$ cat src/rtl/serial_twos_comp_mc.sv
// serial_twos_comp_mc
//   Multi-lane bit-serial two's-complement negator. CH independent LSB-first
//   lanes share one framing: WIDTH-bit words, start marked by in_sof. Each lane
//   negates its word when its neg_en bit was set on the SOF bit. The module also
//   assembles a parallel copy of the result, flags negation overflow and
//   reports an SOF that arrives before the current word has finished.
// Ports
//   t_clk    : clock, rising edge
//   r        : asynchronous active-high reset
//   in_valid : input bits on i are valid this cycle (all lanes)
//   in_sof   : start of word (bit 0), qualified by in_valid
//   i        : serial input bit per lane, LSB first
//   neg_en   : per-lane negate enable, sampled on an accepted SOF bit
//   y        : serial output bit per lane, one cycle after acceptance
//   y_valid  : y valid
//   y_eow    : y carries the MSB of the word
//   word_out : parallel result, lane k in [k*WIDTH +: WIDTH]
//   word_vld : one-cycle pulse when word_out is updated
//   ovf      : per-lane negation overflow, valid with word_vld
//   sof_err  : one-cycle pulse when an SOF aborts an unfinished word
module serial_twos_comp_mc #(
    parameter int WIDTH = 8,
    parameter int CH    = 2
) (
    input  logic                t_clk,
    input  logic                r,
    input  logic                in_valid,
    input  logic                in_sof,
    input  logic [CH-1:0]       i,
    input  logic [CH-1:0]       neg_en,
    output logic [CH-1:0]       y,
    output logic                y_valid,
    output logic                y_eow,
    output logic [CH*WIDTH-1:0] word_out,
    output logic                word_vld,
    output logic [CH-1:0]       ovf,
    output logic                sof_err
);

    localparam int CNTW = $clog2(WIDTH);
    localparam logic [CNTW-1:0] CNT_MSB = CNTW'(WIDTH - 1);

    typedef enum logic {IDLE, SHIFT} state_t;

    state_t              state, state_nxt;
    logic [CNTW-1:0]     cnt, cnt_nxt;
    logic [CH-1:0]       neg_q, neg_nxt;
    logic [CH-1:0]       seen_q, seen_nxt;
    logic [CH-1:0]       out_bit, ovf_bit;
    logic [CH*WIDTH-1:0] acc, acc_nxt;
    logic                accept, is_sof, mid_sof, is_msb;

    always_ff @(posedge t_clk or posedge r) begin
        if (r) state <= IDLE;
        else   state <= state_nxt;
    end

    always_comb begin
        state_nxt = state;
        cnt_nxt   = cnt;
        neg_nxt   = neg_q;
        seen_nxt  = seen_q;
        acc_nxt   = acc;
        out_bit   = '0;
        ovf_bit   = '0;

        is_sof  = in_valid & in_sof;
        accept  = in_valid & (in_sof | (state == SHIFT));
        mid_sof = is_sof & (state == SHIFT);
        // An SOF always wins over completing a word, even on the MSB cycle.
        is_msb  = accept & ~is_sof & (cnt == CNT_MSB);

        if (is_sof) begin
            state_nxt = SHIFT;
            cnt_nxt   = CNTW'(1);
            neg_nxt   = neg_en;
            acc_nxt   = '0;
        end else if (accept) begin
            if (cnt == CNT_MSB) begin
                state_nxt = IDLE;
                cnt_nxt   = '0;
            end else begin
                cnt_nxt = cnt + CNTW'(1);
            end
        end

        // Serial negation: copy bits up to and including the first 1, then invert.
        for (int unsigned k = 0; k < CH; k++) begin
            if (is_sof) begin
                out_bit[k]          = i[k];
                seen_nxt[k]         = i[k];
                acc_nxt[k*WIDTH]    = i[k];
            end else if (accept) begin
                out_bit[k]  = (neg_q[k] & seen_q[k]) ? ~i[k] : i[k];
                seen_nxt[k] = seen_q[k] | i[k];
                acc_nxt[k*WIDTH + 32'(cnt)] = out_bit[k];
                // Only the most negative value has no 1 below a set MSB.
                ovf_bit[k]  = neg_q[k] & ~seen_q[k] & i[k];
            end
        end
    end

    always_ff @(posedge t_clk or posedge r) begin
        if (r) begin
            cnt      <= '0;
            neg_q    <= '0;
            seen_q   <= '0;
            acc      <= '0;
            y        <= '0;
            y_valid  <= 1'b0;
            y_eow    <= 1'b0;
            word_out <= '0;
            word_vld <= 1'b0;
            ovf      <= '0;
            sof_err  <= 1'b0;
        end else begin
            cnt      <= cnt_nxt;
            neg_q    <= neg_nxt;
            seen_q   <= seen_nxt;
            acc      <= acc_nxt;
            y_valid  <= accept;
            y_eow    <= is_msb;
            word_vld <= is_msb;
            sof_err  <= mid_sof;
            if (accept) y <= out_bit;
            if (is_msb) begin
                word_out <= acc_nxt;
                ovf      <= ovf_bit;
            end
        end
    end

endmodule

$ cat config.mk
export PLATFORM = sky130hd
export DESIGN_NAME = serial_twos_comp_mc
export DESIGN_NICKNAME = d
export VERILOG_FILES = /design/src/rtl/serial_twos_comp_mc.sv
export SDC_FILE = /design/constraint.sdc
export NUM_CORES = 1
export LEC_CHECK = 0
export BUFFER_PORTS_ARGS = -buffer_cell sky130_fd_sc_hd__buf_4
export CORE_AREA = 2 2 50 88
export DETAILED_ROUTE_END_ITERATION = 10
export DIE_AREA = 0 0 52 90
export PLACE_DENSITY = 0.75
export SLEW_MARGIN = 20
export SYNTH_ARGS = -nofsm -noshare
export SYNTH_HDL_FRONTEND = slang
export SYNTH_SLANG_ARGS = --single-unit
$ cat constraint.sdc
create_clock -name t_clk -period 4.8 [get_ports t_clk]
set_input_delay 1.44 -clock t_clk [delete_from_list [all_inputs] [get_ports t_clk]]
set_output_delay 1.44 -clock t_clk [all_outputs]
set_load 0.01 [all_outputs]
; Word-level counts from Yosys, hierarchy flattened
; Index checks and enable logic that the tools add are counted.
[word_totals]
reg_bits = 47
[classes]
n_mux = 32
reduce_logical = 5
eq_ne = 1
n_addsub = 2
magnitude_cmp = 4
bitwise = 19
[op_table]
columns = op, count
row1 = $mux 16, 3
row2 = $bwmux 16, 2
row3 = $mux 1, 19
row4 = $mux 15, 1
row5 = $and 1x1->1, 11
row6 = $mux 3, 3
row7 = $mux 8, 1
row8 = $mux 7, 1
row9 = $add 4x3->5 const A, 1
row10 = $ge 5x1->1 const B, 1
row11 = $lt 3x5->1 const B, 1
row12 = $lt 5x5->1 const B, 1
row13 = $not 1->1, 5
row14 = $demux 1 s4, 1
row15 = $reduce_bool 2->1, 2
row16 = $add 3x1->3 const B, 1
row17 = $demux 1 s3, 1
row18 = $eq 3x3->1 const B, 1
row19 = $ge 3x1->1 const B, 1
row20 = $or 1x1->1, 3
row21 = $logic_and 1x1->1, 2
row22 = $reduce_and 2->1, 1

; Longest topological paths before layout
; Gate-level depths: netlist of the first run.
[depth]
word_depth = 10
depth_mapped = 6
mapped_depth_nobuf = 5

; Worst setup path after synthesis of the first run
; Ideal clock, no wire load.
[synth_path]
path_kind = input-to-reg
from = in in_valid
to = reg acc[0]
arrival_time_ps = 2188
path_buffers = 0
slack_ps = 2484
cell_stages = 3
setup_time_ps = 127
path_cell_list = or3b_4 -> nor4_2 -> o31ai_1
[synth_between]
elab_chain_len = 8
[synth_lines]
columns = item, line
row1 = "start, declared", 27  ; input logic in_valid,
row2 = $and 1x1->1, 67  ; is_sof = in_valid & in_sof;
row3 = $mux 16, 73  ; if (is_sof) begin
row4 = $bwmux 16, 96  ; acc_nxt[k*WIDTH + 32'(cnt)] = out_bit[k];
row5 = $mux 16, 93  ; end else if (accept) begin
row6 = $mux 1, 89  ; if (is_sof) begin
row7 = $bwmux 16, 96
row8 = $mux 16, 93
row9 = $mux 8 (*), 89
row10 = named net acc_nxt[0], 50  ; logic [CH*WIDTH-1:0] acc, acc_nxt;
row11 = "end signal, assigned", 120  ; acc <= acc_nxt;
row12 = "end, declared", 50
; The timed path passes the listed nets; every way through them passes the cells marked *.
; A chain may end at the register's enable or synchronous reset.

; Worst setup path in the final report of the first run
[layout_path]
from = in in_sof
to = reg ovf[0]
[layout_between]
elab_chain_len = 4
[layout_lines]
columns = item, line
row1 = "start, declared", 28  ; input logic in_sof,
row2 = $or 1x1->1 or $and 1x1->1 (tied branches), "68, 67"
row3 = $and 1x1->1 or $not 1->1 (tied branches), "68, 71"
row4 = $mux 1 or $and 1x1->1 (tied branches), "93, 71"
row5 = $mux 1 or $and 1x1->1 (tied branches), "89, 71"
row6 = "end signal, assigned", 128  ; ovf <= ovf_bit;
row7 = "end, declared", 36  ; output logic [CH-1:0] ovf,
; Several ways; a longest one is shown, not always the timed one.

==> results of run 1 <==
## layout make-up
type / instances / area (sq um) / area share
clock buffers: 6 / 82.6 / 0.0336
inverters: 5 / 18.8 / 0.00763
repair buffers: 31 / 233 / 0.0947
well taps: 49 / 61.3 / 0.0249
multi-input cells: 140 / 852 / 0.347
clock inverters: 2 / 35.0 / 0.0142
flip-flops and latches: 47 / 1180 / 0.478
## layout by cell type, fill, tap and decap left out, drive strengths merged
master,instances
and2,1
nor3b,2
clkinv,1
nor2b,2
a21oi,16
or3b,1
clkbuf,6
and3b,4
o21a,1
o22ai,1
nor2,3
o21bai,1
ha,2
o31ai,20
o21ai,4
dfrtp,47
a221oi,1
nand3b,2
nor4,16
inv,5
nand3,1
bufinv,1
a21boi,2
o21ba,1
a32o,1
o211ai,1
and3,2
o32a,1
nand2,37
buf,31
nor3,14
a22o,2
nand4b,1
## sequential cells by signal, summed over array words and instances (netlist names)
register,cells
word_out,16
neg_q,2
cnt,3
seen_q,2
y_valid,1
y,2
acc,16
ovf,2
state,1
word_vld,1
sof_err,1
## worst register-to-register path: stages (launching register included)
cell and delay (ps):
dfrtp_1 550, ha_1 220, ha_1 240, nand4b_2 700
o31ai_1 510
## worst paths after layout
check                                           end  slack, ps               startpoint
hold / removal              word_out[3]$_DFFE_PP0P_        480  word_out[3]$_DFFE_PP0P_
setup reg to reg                 ovf[0]$_DFFE_PP0P_       2480       cnt[0]$_DFFE_PP0P_
setup / recovery                 ovf[0]$_DFFE_PP0P_       2110                   in_sof
max in group asynchronous  word_out[14]$_DFFE_PP0P_       2840                        r
hold reg to reg             word_out[3]$_DFFE_PP0P_        480  word_out[3]$_DFFE_PP0P_
min in group asynchronous  word_out[15]$_DFFE_PP0P_       1360                        r
## report_power, final
| group | switching, W | internal [W] |
|---|---|---|
| Combinational | 0.000117 | 0.0000796 |
| Sequential | 0.0000334 | 0.000445 |
| Clock | 0.000131 | 0.000169 |
| Total | 0.000281 | 0.000693 |
## through the flow
| stage | instance area, sq um | power (W) |
|---|---|---|
| 5_1_grt | 2460 | 0.00102 |
| 2_1_floorplan | 2120 | 0.000617 |
| 3_3_place_gp | 2340 | 0.000677 |
| 6_report | 2460 | 0.000974 |
| 4_1_cts | 2460 | 0.000979 |
| 3_5_place_dp | 2340 | 0.000684 |
## layer usage
| layer | up-vias | routed length (um) |
|---|---|---|
| li1 | 803 | - |
| met1 | 786 | 1870 |
| met2 | 34 | 2350 |
| met3 | 12 | 135 |
| met4 | 0 | 154 |
| met5 | - | 0 |
## kinds of logic (layout without fill, tap and decap cells)
| group | after synthesis | after routing |
|---|---|---|
| buf+inv | 19 | 44 |
| flops | 47 | 47 |
| simple gates | 86 | 86 |
| compound gates | 52 | 52 |
| fa+ha+maj | 2 | 2 |
==> metrics.md, run 1 <==
| Metric | Value |
|---|---|
| Setup crit end kind | `flip-flop` |
| Seq/Total Area, Yosys | `0.554` |
| Worst path buffer plus inverter count | `1` |
| Detail Route Antenna Nets | `0` |
| Hold Path Stages | `2` |
| Worst-skew pair later-pin latency | `300 ps` |
| Finished Layout Cells | `280` |
| Final wirelength | `4.51 mm` |
| Top Ports | `32` |
| Clock tree from TritonCTS | `built` |
| Routing usage on met3 | `0.0432` |
| P_leak | `roughly 1.1 nW` |
| Mux contribution to synthesized area | `0` |
| Hold Crit Class | `flip-flop to flip-flop` |
| Final Hold Viols | `0` |
| Cell taking the most area after synthesis | `dfrtp_1` |
| Total CTS buffers | `5` |
| Tmin final | `~2700 ps` |
| Final setup viols | `0` |
| Post-synthesis compound-gate area fraction | `0.170` |
| Syn nets | `216` |
| R2r worst-path depth | `4` |
| Largest cells by area after synthesis | `dfrtp_1, o31ai_1, nand2_1` |
| Number of global-route vias before repair | `1,642` |
| Min Hold Slack | `about 480 ps` |
| CP peak stage delay | `780 ps` |
| Rows | `31` |
| Clk buf depth | `2` |
| Critical-path cell list | `buf_4, nand4b_2, o31ai_1` |
| Worst-path maximum fanout | `37` |
| Post-CTS sizing | `0` |
| TNS Setup | `0 ps` |
| Final core occ | `0.615` |
| Gpl congestion | `0.777` |
| RSZ-0062 raised after global routing | `false` |
| CP top delay family | `simple AND/OR/NAND/NOR gates` |
| Chip width | `52 um` |
| Number of synthesized flops with an enable pin | `0` |
| Placed cells | `272` |
| CTS Sinks | `47` |
| CTS H-tree depth | `2` |
| Maximum VDD drop | `0.000280 V` |
| Synth unique cells | `36` |
| Die area | `0.00468 sq mm` |
| Final period util | `0.561` |
| Dpl hpwl | `3.15 mm` |
| Synthesized flop and latch total | `47` |
| WL/cell | `16.1 um` |
| Post-synth top cells | `dfrtp_1, nand2_1, o31ai_1` |
| Worst path slowest cell | `nand4b_2` |
| Cells after Synth | `206` |
| DRT iter0 DRCs | `23` |
| XOR/XNOR Fraction of Synth Area | `0` |
| Crit path launch type | `input pin` |
| Ys async rst share | `1.00` |
| GR Overflow Total | `0` |
| PD cells | `396 mW/mm^2` |
| Layout cells sized above 1 | `0.212` |
| Count leader, synth | `dfrtp_1` |
| Main combinational cell family by area after synthesis | `simple AND/OR/NAND/NOR gates` |
| Synth warnings | `0` |
| Syn-to-layout area delta | `15.7%` |
| CP Depth | `3` |
| Adder-cell share of the synthesized area | `0.0118` |
| Setup WS post-layout | `2110 ps` |
| Drt drc | `0` |
| Worst-Margin Slew | `961 ps` |
| Vias per inst | `5.84` |
| Chip Height | `about 90 um` |
| GRT Overall Usage | `0.221` |
| Antenna violations before repair | `0` |
| Crit path DAT | `2890 ps` |
| Met1 GRT Util | `0.268` |
| Max Transition Viols Final | `0` |
| Synth top area share | `0.554` |
| Dpl ws | `1730 ps` |
| Mapped Area | `0.00212 sq mm` |
| Setup Fix Bufs, Post-CTS | `0` |
| IO Port Bufs | `31` |
| FILL cells | `361` |
| Worst EP required | `4990 ps` |
| Starting Density | `0.532` |
| Clock Skews | `4.79 ps` |
| Slew HR | `0.359` |
| Root Driver | `clkbuf_8` |
| Drt pass-1 iters | `4` |
| DR vias | `between 1,500 and 2,000` |
| Met2 usage | `0.357` |
| Clk slew on worst S/H paths | `80 ps` |
| Final net count | `240` |
| Main synth FF type | `dfrtp_1` |
| First-pass GRT wire length | `7.73 mm` |
| Max Fclk | `~0.37 GHz` |
| Largest net degree at the start of global routing | `48` |
| Syn Area/Cell | `10.3 sq um` |
| N_diodes | `0` |
| CP Class | `input pin to flip-flop` |
| # hold bufs at CTS | `0` |
| Synth Area in Simple Gates | `0.219` |
| CORE AREA | `0.00400 sq mm` |
| Max cap viols | `0` |
| Status | `finished clean` |
| Grt peak-use layer | `met2` |
No activity file was read; power rests on OpenSTA's default activity.
==> run 2, diff against run 1 <==
- ABC_AREA: unset -> 1
- CORE_AREA: 2 2 50 88 -> 2 2 51 88
- DIE_AREA: 0 0 52 90 -> 0 0 53 90
- clock period: 4.8 -> 2.6 ns (I/O delays scaled with it)
==> metrics.md, run 2 <==
| Metric | Value |
|---|---|
| Max cap viols | `0` |
| Clock Skews | `between 3 and 4 ps` |
| Antenna violations before repair | `0` |
| Post-CTS sizing | `0` |
| RSZ-0062 raised after global routing | `false` |
| Grt peak-use layer | `met2` |
| Int Pwr | `0.00151 W` |
| TNS Setup | `0 ps` |
| Met2 usage | `0.309` |
| Dpl hpwl | `2.89 mm` |
| Clock tree from TritonCTS | `built` |
| Slew HR | `0.655` |
| Crit path DAT | `between 1500 and 2000 ps` |
| Chip Height | `90 um` |
| Number of global-route vias before repair | `~1,500` |
| Syn-to-layout area delta | `16.7%` |
| Final period util | `0.648` |
| GR Overflow Total | `0` |
| Root Driver | `clkbuf_8` |
| Total CTS buffers | `5` |
| Synth warnings | `0` |
| Setup WS post-layout | `just over 900 ps` |
| FILL cells | `~370` |
| Gpl congestion | `roughly 0.8` |
| Die area | `0.00477 sq mm` |
| Worst-skew pair later-pin latency | `290 ps` |
| Vias per inst | `~4.9` |
| Final setup viols | `0` |
| Syn Area/Cell | `8.63 sq um` |
| R2r worst-path depth | `7` |
| CTS Sinks | `47` |
| DRT iter0 DRCs | `44` |
| Synth unique cells | `23` |
| Hold Crit Start | `word_out[4]$_DFFE_PP0P_` |
| Post-synth top cells | `nand2_1, inv_1, dfrtp_1` |
| Worst-path maximum fanout | `33` |
| Biggest regs | `acc (16), word_out (16), cnt (3)` |
| Synthesized flop and latch total | `47` |
| Detail Route Antenna Nets | `0` |
| Layout cells sized above 1 | `0.208` |
| Chip width | `53 um` |
| Count leader, synth | `nand2_1` |
| Number of synthesized flops with an enable pin | `0` |
| Largest net degree at the start of global routing | `34` |
| N_diodes | `0` |
| Net Sw Power | `0.000772 W` |
| Switching portion of total power | `0.338` |
| Reg power frac | `0.466` |
| Critical-path cell list | `buf_4, nand2_4, buf_4, nand2_4, nor2_8, inv_4, nand2_1, o21ai_2` |
| CTS H-tree depth | `2` |
| Crit Reg-Reg Endpoint | `word_out[3]$_DFFE_PP0P_` |
| Seq/Total Area, Yosys | `0.545` |
| Commonest non-fill, non-tap cells in the layout | `nand2_1, inv_1, dfrtp_1` |
| P_leak | `1.49 nW` |
| Cell taking the most area after synthesis | `dfrtp_1` |
| Rows | `31` |
| Worst-Margin Slew | `517 ps` |
| Worst path slowest cell | `buf_4` |
| Largest cells by area after synthesis | `dfrtp_1, nand2_1, inv_1` |
| WL/cell | `11.6 um` |
| Met1 GRT Util | `0.231` |
| Routing usage on met3 | `0.0299` |
| R2r setup slk | `930 ps` |
| Origin of the critical flop-to-flop path | `cnt[0]$_DFFE_PP0P_` |
| Maximum VDD drop | `0.000596 V` |
| CP peak stage delay | `240 ps` |
| Synth top area share | `0.545` |
| Drt pass-1 iters | `4` |
| Cells after Synth | `250` |
| Max Fclk | `0.594 GHz` |
| Setup crit end kind | `flip-flop` |
| Starting Density | `0.530` |
| Ys async rst share | `1.00` |
| Setup Fix Bufs, Post-CTS | `0` |
| Drt drc | `0` |
| PD cells | `906 mW/mm^2` |
| Mapped Area | `0.00216 sq mm` |
| Final wirelength | `slightly below 4 mm` |
| Finished Layout Cells | `between 300 and 400` |
| Hold Path Stages | `2` |
| Clk buf depth | `2` |
| # hold bufs at CTS | `0` |
| Cell Area, Placed | `about 0.0024 sq mm` |
| Placed cells | `325` |
| Status | `finished clean` |
| Most common library cell in the layout ignoring fill and taps | `nand2_1` |
| Worst EP required | `2770 ps` |
| Main synth FF type | `dfrtp_1` |
| DR vias | `1,633` |
| Clock power share | `0.201` |
| Hold Crit Endpoint | `word_out[4]$_DFFE_PP0P_` |
| Hold Crit Class | `flip-flop to flip-flop` |
| CP Class | `input pin to flip-flop` |
| Top Ports | `32` |
| IO Port Bufs | `31` |
| Comb pwr share | `0.333` |
| Max Transition Viols Final | `0` |
| CORE AREA | `0.00407 sq mm` |
| Dpl ws | `614 ps` |
| Final net count | `293` |
| Cell area after layout | `0.00252 sq mm` |
| Clk slew on worst S/H paths | `80 ps` |
| Storage cell area | `0.00118 sq mm` |
| Area of the multi-input gates | `between 700 and 800 sq um` |
| First-pass GRT wire length | `6.73 mm` |
| Syn nets | `260` |
| Tmin final | `1680 ps` |
| GRT Overall Usage | `0.188` |
| Final Hold Viols | `0` |
| Crit path launch type | `input pin` |
==> run 2: cell count changes in the layout (fill, tap and decap cells not counted), moves of 12 or more <==
cell     change
inv_1       +44
nand2_1     +38
nand3_1     +26
o31ai_1     -20
a21oi_1     -15
nor4_1      -14
nor3_1      -13
o21ai_2     +12
==> run 2: how the worst max path moves through the flow <==
stage                                  start                  endpoint  slack [ps]  cells after the start
after floorplan                            r          acc[0]$_DFF_PP0_         700                      1
after global placement              in_valid   word_out[4]$_DFFE_PP0P_         630                      8
after detailed placement            in_valid  word_out[13]$_DFFE_PP0P_         610                      8
after CTS                           in_valid   word_out[5]$_DFFE_PP0P_         910                      8
after global routing      cnt[0]$_DFFE_PP0P_   word_out[5]$_DFFE_PP0P_         750                      7
final                               in_valid   word_out[3]$_DFFE_PP0P_         920                      8
==> run 2: kinds of logic (layout without fill, tap and decap cells) <==
group,count (synthesis),in the layout,share of synthesized area
flip-flops,47,47,0.545
AND/OR/NAND/NOR,115,115,0.237
adder cells (fa/ha/maj),2,2,0.0116
AO/OA/AOI/OAI,27,27,0.0864
buffers and inverters,59,93,0.120
==> run 2: area by class of cell <==
class / count / share of cell area
Clock buffer: 8 / 0.0398
Inverter: 52 / 0.0785
Multi-Input combinational cell: 144 / 0.287
Sequential cell: 47 / 0.467
Tap cell: 49 / 0.0244
Timing Repair Buffer: 33 / 0.103
==> run 2: power groups by stage <==
stage | combinational, W | sequential [W] | clock, W
after CTS | 0.000772 | 0.00106 | 0.000477
final | 0.000759 | 0.00106 | 0.000458
after floorplan | 0.000468 | 0.00110 | 0
after global placement | 0.000749 | 0.00107 | 0
after global routing | 0.000859 | 0.00109 | 0.000511
after detailed placement | 0.000767 | 0.00108 | 0
==> run 2: stage by stage <==
step                      power [W]  hold slack (ps)   util
after floorplan             0.00157              491      -
after global placement      0.00182              470  0.594
after detailed placement    0.00184              470  0.594
after CTS                   0.00231              491  0.618
after global routing        0.00246              513  0.618
final                       0.00228              487  0.618
==> run 2: metal layers <==
layer / wire (um) / share of wire / up-vias
li1: - / - / 834
met1: 1580 / 0.41 / 763
met2: 2070 / 0.54 / 27
met3: 107 / 0.028 / 9
met4: 106 / 0.027 / 0
met5: 0 / 0 / -
==> run 2: worst max-delay path: cells and delay by family <==
family / cells / cell delay (ps)
AOI/OAI and AO/OA: 1 / 50
buffers and inverters: 3 / 530
and+or+nand+nor: 4 / 490
